### src/rtl/axi_lite_master.sv
// Single-outstanding AXI4-Lite initiator.
// Converts a req/gnt memory-style request into one AXI-lite write (AW+W, B)
// or read (AR, R) transaction at a time on the ariane_axi struct pair.

package ariane_axi;
  localparam int unsigned AddrWidth = 64;
  localparam int unsigned DataWidth = 64;
  localparam int unsigned IdWidth   = 10;
  localparam int unsigned UserWidth = 1;
  localparam int unsigned StrbWidth = DataWidth / 8;

  typedef struct packed {
    logic [IdWidth-1:0]   id;
    logic [AddrWidth-1:0] addr;
    logic [7:0]           len;
    logic [2:0]           size;
    logic [1:0]           burst;
    logic                 lock;
    logic [3:0]           cache;
    logic [2:0]           prot;
    logic [3:0]           qos;
    logic [3:0]           region;
    logic [5:0]           atop;
    logic [UserWidth-1:0] user;
  } aw_chan_t;

  typedef struct packed {
    logic [DataWidth-1:0] data;
    logic [StrbWidth-1:0] strb;
    logic                 last;
    logic [UserWidth-1:0] user;
  } w_chan_t;

  typedef struct packed {
    logic [IdWidth-1:0]   id;
    logic [1:0]           resp;
    logic [UserWidth-1:0] user;
  } b_chan_t;

  typedef struct packed {
    logic [IdWidth-1:0]   id;
    logic [AddrWidth-1:0] addr;
    logic [7:0]           len;
    logic [2:0]           size;
    logic [1:0]           burst;
    logic                 lock;
    logic [3:0]           cache;
    logic [2:0]           prot;
    logic [3:0]           qos;
    logic [3:0]           region;
    logic [UserWidth-1:0] user;
  } ar_chan_t;

  typedef struct packed {
    logic [IdWidth-1:0]   id;
    logic [DataWidth-1:0] data;
    logic [1:0]           resp;
    logic                 last;
    logic [UserWidth-1:0] user;
  } r_chan_t;

  typedef struct packed {
    aw_chan_t aw;
    logic     aw_valid;
    w_chan_t  w;
    logic     w_valid;
    logic     b_ready;
    ar_chan_t ar;
    logic     ar_valid;
    logic     r_ready;
  } req_t;

  typedef struct packed {
    logic    aw_ready;
    logic    ar_ready;
    logic    w_ready;
    logic    b_valid;
    b_chan_t b;
    logic    r_valid;
    r_chan_t r;
  } resp_t;
endpackage

module axi_lite_master #(
  parameter int unsigned             AXI_ADDR_WIDTH = 64,
  parameter int unsigned             AXI_DATA_WIDTH = 64,
  parameter int unsigned             AXI_ID_WIDTH   = 10,
  parameter logic [AXI_ID_WIDTH-1:0] AXI_ID         = {AXI_ID_WIDTH{1'b0}}
) (
  input  logic                        clk_i,
  input  logic                        rst_ni,
  input  logic                        req_i,
  input  logic                        we_i,
  input  logic [AXI_ADDR_WIDTH-1:0]   addr_i,
  input  logic [AXI_DATA_WIDTH-1:0]   wdata_i,
  input  logic [AXI_DATA_WIDTH/8-1:0] be_i,
  output logic                        gnt_o,
  output logic                        done_o,
  output logic [AXI_DATA_WIDTH-1:0]   rdata_o,
  output logic                        err_o,
  output ariane_axi::req_t            axi_req_o,
  input  ariane_axi::resp_t           axi_resp_i
);

  localparam int unsigned STRB_WIDTH = AXI_DATA_WIDTH / 8;
  // Every beat is a full-width transfer.
  localparam logic [2:0]  AXI_SIZE   = 3'($clog2(STRB_WIDTH));
  localparam logic [1:0]  BURST_INCR = 2'b01;

  typedef enum logic [2:0] {
    IDLE   = 3'd0,
    WRITE  = 3'd1,
    WAIT_B = 3'd2,
    READ   = 3'd3,
    WAIT_R = 3'd4
  } state_e;

  state_e                    state_r, state_s;
  logic                      aw_pend_r, aw_pend_s;
  logic                      w_pend_r, w_pend_s;
  logic                      ar_valid_r;
  logic                      b_ready_r;
  logic                      r_ready_r;
  logic [AXI_ADDR_WIDTH-1:0] addr_r, addr_s;
  logic [AXI_DATA_WIDTH-1:0] wdata_r, wdata_s;
  logic [STRB_WIDTH-1:0]     be_r, be_s;
  logic                      done_r, done_s;
  logic                      err_r, err_s;
  logic [AXI_DATA_WIDTH-1:0] rdata_r, rdata_s;
  logic                      gnt_s;
  logic                      unused_resp_s;

  // Response fields this initiator never looks at (IDs, last, user).
  assign unused_resp_s = ^{axi_resp_i.b.id, axi_resp_i.b.user, axi_resp_i.b.resp[0],
                           axi_resp_i.r.id, axi_resp_i.r.user, axi_resp_i.r.last,
                           axi_resp_i.r.resp[0]};

  // Next-state, grant and completion decode for the single in-flight transaction.
  always_comb begin
    state_s   = state_r;
    aw_pend_s = aw_pend_r;
    w_pend_s  = w_pend_r;
    addr_s    = addr_r;
    wdata_s   = wdata_r;
    be_s      = be_r;
    done_s    = 1'b0;
    err_s     = err_r;
    rdata_s   = rdata_r;
    gnt_s     = 1'b0;
    case (state_r)
      IDLE: begin
        gnt_s = req_i;
        if (req_i) begin
          addr_s  = addr_i;
          wdata_s = wdata_i;
          be_s    = be_i;
          if (we_i) begin
            state_s   = WRITE;
            aw_pend_s = 1'b1;
            w_pend_s  = 1'b1;
          end else begin
            state_s = READ;
          end
        end else begin
          state_s = IDLE;
        end
      end
      WRITE: begin
        // AW and W complete independently; move on once neither is pending.
        if (aw_pend_r && axi_resp_i.aw_ready) begin
          aw_pend_s = 1'b0;
        end else begin
          aw_pend_s = aw_pend_r;
        end
        if (w_pend_r && axi_resp_i.w_ready) begin
          w_pend_s = 1'b0;
        end else begin
          w_pend_s = w_pend_r;
        end
        if (!aw_pend_s && !w_pend_s) begin
          state_s = WAIT_B;
        end else begin
          state_s = WRITE;
        end
      end
      WAIT_B: begin
        if (axi_resp_i.b_valid) begin
          done_s  = 1'b1;
          err_s   = axi_resp_i.b.resp[1];
          state_s = IDLE;
        end else begin
          state_s = WAIT_B;
        end
      end
      READ: begin
        if (axi_resp_i.ar_ready) begin
          state_s = WAIT_R;
        end else begin
          state_s = READ;
        end
      end
      WAIT_R: begin
        if (axi_resp_i.r_valid) begin
          done_s  = 1'b1;
          err_s   = axi_resp_i.r.resp[1];
          rdata_s = axi_resp_i.r.data;
          state_s = IDLE;
        end else begin
          state_s = WAIT_R;
        end
      end
      default: begin
        state_s   = IDLE;
        aw_pend_s = 1'b0;
        w_pend_s  = 1'b0;
      end
    endcase
  end

  // State, handshake flags and result registers; async reset drops all valids at once.
  always_ff @(posedge clk_i or negedge rst_ni) begin
    if (!rst_ni) begin
      state_r    <= IDLE;
      aw_pend_r  <= 1'b0;
      w_pend_r   <= 1'b0;
      ar_valid_r <= 1'b0;
      b_ready_r  <= 1'b0;
      r_ready_r  <= 1'b0;
      addr_r     <= {AXI_ADDR_WIDTH{1'b0}};
      wdata_r    <= {AXI_DATA_WIDTH{1'b0}};
      be_r       <= {STRB_WIDTH{1'b0}};
      done_r     <= 1'b0;
      err_r      <= 1'b0;
      rdata_r    <= {AXI_DATA_WIDTH{1'b0}};
    end else begin
      state_r    <= state_s;
      aw_pend_r  <= aw_pend_s;
      w_pend_r   <= w_pend_s;
      ar_valid_r <= (state_s == READ);
      b_ready_r  <= (state_s == WAIT_B);
      r_ready_r  <= (state_s == WAIT_R);
      addr_r     <= addr_s;
      wdata_r    <= wdata_s;
      be_r       <= be_s;
      done_r     <= done_s;
      err_r      <= err_s;
      rdata_r    <= rdata_s;
    end
  end

  // Drive the AXI channels from registered flags and latched request fields only.
  always_comb begin
    axi_req_o             = {$bits(ariane_axi::req_t){1'b0}};
    axi_req_o.aw.id       = AXI_ID;
    axi_req_o.aw.addr     = addr_r;
    axi_req_o.aw.len      = 8'd0;
    axi_req_o.aw.size     = AXI_SIZE;
    axi_req_o.aw.burst    = BURST_INCR;
    axi_req_o.aw_valid    = aw_pend_r;
    axi_req_o.w.data      = wdata_r;
    axi_req_o.w.strb      = be_r;
    axi_req_o.w.last      = 1'b1;
    axi_req_o.w_valid     = w_pend_r;
    axi_req_o.b_ready     = b_ready_r;
    axi_req_o.ar.id       = AXI_ID;
    axi_req_o.ar.addr     = addr_r;
    axi_req_o.ar.len      = 8'd0;
    axi_req_o.ar.size     = AXI_SIZE;
    axi_req_o.ar.burst    = BURST_INCR;
    axi_req_o.ar_valid    = ar_valid_r;
    axi_req_o.r_ready     = r_ready_r;
  end

  assign gnt_o   = gnt_s;
  assign done_o  = done_r;
  assign err_o   = err_r;
  assign rdata_o = rdata_r;

endmodule
### config.mk
export PLATFORM = sky130hd
export DESIGN_NAME = axi_lite_master
export DESIGN_NICKNAME = d
export VERILOG_FILES = /design/src/rtl/axi_lite_master.sv
export SDC_FILE = /design/constraint.sdc
export NUM_CORES = 1
export LEC_CHECK = 0
export ABC_CLOCK_PERIOD_IN_PS = 1490
export BUFFER_PORTS_ARGS = -buffer_cell sky130_fd_sc_hd__buf_4
export CAP_MARGIN = 20
export CORE_AREA = 2 2 232 234
export DETAILED_ROUTE_END_ITERATION = 10
export DIE_AREA = 0 0 234 236
export GPL_ROUTABILITY_DRIVEN = 0
export PLACE_DENSITY = 0.49
export SYNTH_ARGS = -nofsm -noshare
export SYNTH_HDL_FRONTEND = slang
export SYNTH_SLANG_ARGS = --single-unit
### constraint.sdc
create_clock -name clk_i -period 1.49 [get_ports clk_i]
set_input_delay 0.0745 -clock clk_i [delete_from_list [all_inputs] [get_ports clk_i]]
set_output_delay 0.0745 -clock clk_i [all_outputs]
set_load 0.02 [all_outputs]
; Word level (Yosys, flattened, before mapping)
; Index checks and enable logic that the tools add are counted.
[op_classes]
reduce_logical = 12
eq_ne = 11
n_bitwise = 1
n_mux = 22
[op_table]
columns = operator, n
row1 = 3-bit one-hot mux with 5 select lines, 1
row2 = 3-bit by 2-bit == test with 1-bit output (second input constant), 4
row3 = 1-bit 2-to-1 mux, 11
row4 = 3-bit 2-to-1 mux, 3
row5 = 2-bit != test (second input constant), 4
row6 = 3-bit == test (second input constant), 2
row7 = 2-bit 2-to-1 mux, 3
row8 = 1-bit one-hot mux with 3 select lines, 2
row9 = 3-bit AND reduction, 2
row10 = 1-bit one-hot mux with 2 select lines, 2
row11 = 2-bit AND reduction, 2
row12 = 3-bit by 1-bit == test with 1-bit output (second input constant), 1
row13 = 1-bit logical AND, 3
row14 = 3-bit zero test, 1
row15 = 3-bit OR reduction, 1
row16 = 1-bit zero test, 2
row17 = 2-bit nonzero test, 1
row18 = 1-bit inverter, 1
[totals]
wordCells = 58
input_bits = 236
out_inout_bits = 360
reg_bits = 210

; Depth between registers and ports, before layout
[logic_depth]
ltp_word = 8
depth_mapped = 5
mapped_depth_nobuf = 3

; Least setup slack after synthesis
; Ideal clock, no wire load.
[synth_path]
kind = flip-flop to flip-flop
from = register state_r[1]
to = register addr_r[30]
path_buffers = 2
t_arrival_ns = 1.434
required_ns = 1.365
setup_ns = 0.125
setup_slack_ns = -0.068
path_stages_with_launch = 5
path_cell_list = dfrtp_1 -> nor4b_4 -> buf_4 -> buf_6 -> mux2_2
[synth_via]
elab_chain_cells = 2
[synth_lines]
columns = item, line_no
row1 = "start, declared", 118  ; state_e state_r, state_s;
row2 = "start signal, assigned", 236  ; state_r <= state_s;
row3 = 3-bit zero test, 150  ; case (state_r)
row4 = 2-bit AND reduction (no line), n/a
row5 = "end signal, assigned", 229  ; addr_r <= {AXI_ADDR_WIDTH{1'b0}};
row6 = "end signal, assigned", 242  ; addr_r <= addr_s;
row7 = "end, declared", 124  ; logic [AXI_ADDR_WIDTH-1:0] addr_r, addr_s;
; No other way between the ends.
; A chain may end at the register's enable or synchronous reset.

; Final worst setup path
[layout_path]
from = register state_r[2]
to = register be_r[6]
[layout_via]
elab_chain_cells = 2
[layout_lines]
columns = item, line_no
row1 = 3-bit zero test, 150
row2 = 2-bit AND reduction (no line), n/a
row3 = "end signal, assigned", 231  ; be_r <= {STRB_WIDTH{1'b0}};
row4 = "end signal, assigned", 244  ; be_r <= be_s;
row5 = "end, declared", 126  ; logic [STRB_WIDTH-1:0] be_r, be_s;
; No other way between the ends.

==> metrics.txt <==
status=finished with violations; violated checks=negative setup slack; Top Ports=596; post-synth top area cell=dfrtp_1; final worst-path cycle share=1.19; Net Sw Frac=0.374; Combinational Power Share=0.543; initial antenna violation count=1; startpoint types=register; largest net degree at the start of global routing=53; area of the multi-input gates=between 0.003 and 0.004 mm^2; vias per inst=approximately 3.5; fill cell count=5229; PwrDens=between 2000 and 2500 mW/mm^2; Die Y=approximately 240 um; Seq pwr share=0.285; number of synthesized register bits=210; cell area after synthesis=between 0.009 and 0.01 mm^2; final setup violation count=204; CTS buffer count=27; Mean Syn Cell Area=approximately 15 um^2; hold crit path type=primary input to async pin; fin cells=between 2000 and 2500; Max Cap Violations=0; Final nets=~1600; Pint=23.5 mW; Setup crit end kind=register; sequential fraction of the synthesis area=0.572; Clock Skew=approximately 0.013 ns; commonest non-fill, non-tap cell in the layout=buf_4; IO buf count=between 400 and 500; total track usage=0.104; CTS tree=built; share of cells above drive strength 1=0.605; die area=0.0552 mm^2; First DRT Iteration DRCs=117; post-place setup slack=-0.276 ns; clock-pin slew on the worst setup and hold paths=approximately 0.060 ns; P_sw=between 10 and 15 mW; Tot Pwr=approximately 37 mW; FP Rows=85; final WL=about 32000 um; Sink Count=between 200 and 250; Routed wire per std cell=between 15 and 20 um; clk_lat worst skew=roughly 0.54 ns; critical path arrival=2.18 ns; critical path startpoint=state_r[2]$_DFF_PN0_; Fin. Hold Viols=0; synth top area cells=dfrtp_1 (57%), mux2_2 (24%), buf_4 (13%); WP data required=about 1.9 ns; DR vias=slightly above 7000; ys flop type=dfrtp_1; leading cell types in the layout, fill and taps excluded=buf_4 (500), dlygate4sd3_1 (210), dfrtp_1 (208), mux2_4 (196), conb_1 (88); DRC=0; Cells after Synth=about 630; final worst-path setup slack=-0.277 ns; critical path fanouts, max=6; vias in the first global route=7799; Worst Tran Pin Value=about 0.50 ns; Detailed Routing Iterations Pass 1=4; placed insts=roughly 1800; clk buf depth=3; synth unique cells=30; Final ANT Viol Nets=0; Core ar.=0.0531 mm^2; Post-synth EDFFs=0; hpwl dp=between 20000 and 25000 um; post-synthesis async set-or-reset flop share=1.00; FF/Latch Area=about 0.0053 mm^2; IR drop worst, VDD=between 0.0009 and 0.001 V; Inserted Diodes=0; Slew Limit Fails=0; RSZ-0062 raised after global routing=true; Worst slew margin=0.663; root buf cell=clkbuf_16; global-route wire length before repair=about 45000 um; worst reg2reg setup slack=-0.28 ns; htree depth=1; post-route minimum period=between 1.5 and 2 ns; Die Wd=between 200 and 250 um; clock power share=0.172; P_leak=~8.6 nW; grt ovf=0; Crit Path Category=register to register; initial core utilization=0.173; area grow syn2layout=91.8%; maximum clock frequency=between 0.5 and 0.6 GHz; top cell type's share of synthesized area=0.572; Ys Warns=0; RR Startpoint=state_r[2]$_DFF_PN0_
[state kept, by name (all words and copies together) (netlist names)]
register / count
addr_r: 64
ar_valid_r: 1
aw_pend_r: 1
b_ready_r: 1
be_r: 8
done_o: 1
err_o: 1
r_ready_r: 1
rdata_o: 64
state_r: 3
w_pend_r: 1
wdata_r: 64
[final cells by class]
type                            count  area share
Clock buffer                       37      0.0445
Inverter                            1    0.000213
Tap cell                          696      0.0494
Sequential cell                   210       0.298
Clock inverter                     12     0.00561
Timing Repair Buffer              771       0.398
Multi-Input combinational cell    320       0.204
[power groups by stage]
stage	Sequential, mW	Combinational, mW	Clock, mW
global placement	10.6	17.0	0
CTS	10.6	19.3	6.66
global route	11.0	21.4	6.92
detailed placement	10.6	17.0	0
finish	10.7	20.4	6.44
floorplan	13.5	7.51	0
[worst paths after layout]
kind / end / cells after the start
setup / recovery: be_r[6]$_DFFE_PN0N_ / 6
hold / removal: addr_r[25]$_DFFE_PN0N_ / 2
setup reg to reg: be_r[6]$_DFFE_PN0N_ / 6
hold reg to reg: be_r[7]$_DFFE_PN0N_ / 1
max in group asynchronous: rdata_o[50]$_DFFE_PN0P_ / 3
min in group clk_i: wdata_r[0]$_DFFE_PN0N_ / 3
[synthesized netlist by cell type (2+ instances only)]
library cell  count
nor2_1            2
a21oi_1           2
nand3b_1          3
mux2_2          197
nand2b_1          3
buf_2             3
buf_4           160
buf_6            18
mux2_1            5
dfrtp_1         210
conb_1            2
nand2_1           2
o21ai_0           3
[kinds of logic after synthesis]
family / Yosys count / share of synthesized area
AOI/OAI and AO/OA: 12 / 0.00899
buffers and inverters: 183 / 0.155
DFF: 210 / 0.572
muxes: 202 / 0.248
other: 2 / 0.000818
and+or+nand+nor: 18 / 0.0151
[stage by stage]
step           instance area [um^2]  hold WS (ns)  utilization  TNS [ns]
2_1_floorplan                  9710        -0.221            -     -2.93
3_3_place_gp                  13300        0.0403        0.251    -33.59
3_5_place_dp                  13300        0.0414        0.251    -40.06
4_1_cts                       17000        0.0321        0.320    -53.97
5_1_grt                       17600        0.0779        0.332    -63.25
6_report                      17600        0.0626        0.332    -43.67
[what timing repair did]
item,4_1_cts,5_1_grt
endpoints found under the setup margin,205,205
endpoints found under the hold margin,420,0
resized for setup,87,139
pin swaps,3,4
buffers inserted,14,10
gates cloned,9,8
hold buffers,210,0
[critical path, cell delays in order (launching register included)]
cell and delay (ns):
dfrtp_1 0.42, nor4b_4 0.32, buf_4 0.19, buf_12 0.14
buf_12 0.12, buf_16 0.13, mux2_4 0.29
[per-layer routing]
| metal | part of all wire | global-route usage | up-vias | wire length, um |
|---|---|---|---|---|
| met5 | 0.00041 | 0 | - | 13 |
| met4 | 0.023 | 0.0341 | 2 | 728 |
| met3 | 0.057 | 0.0203 | 52 | 1830 |
| met2 | 0.51 | 0.185 | 252 | 16200 |
| met1 | 0.41 | 0.124 | 3559 | 13200 |
| li1 | - | - | 3300 | - |
(Power assumes the default switching activity.)
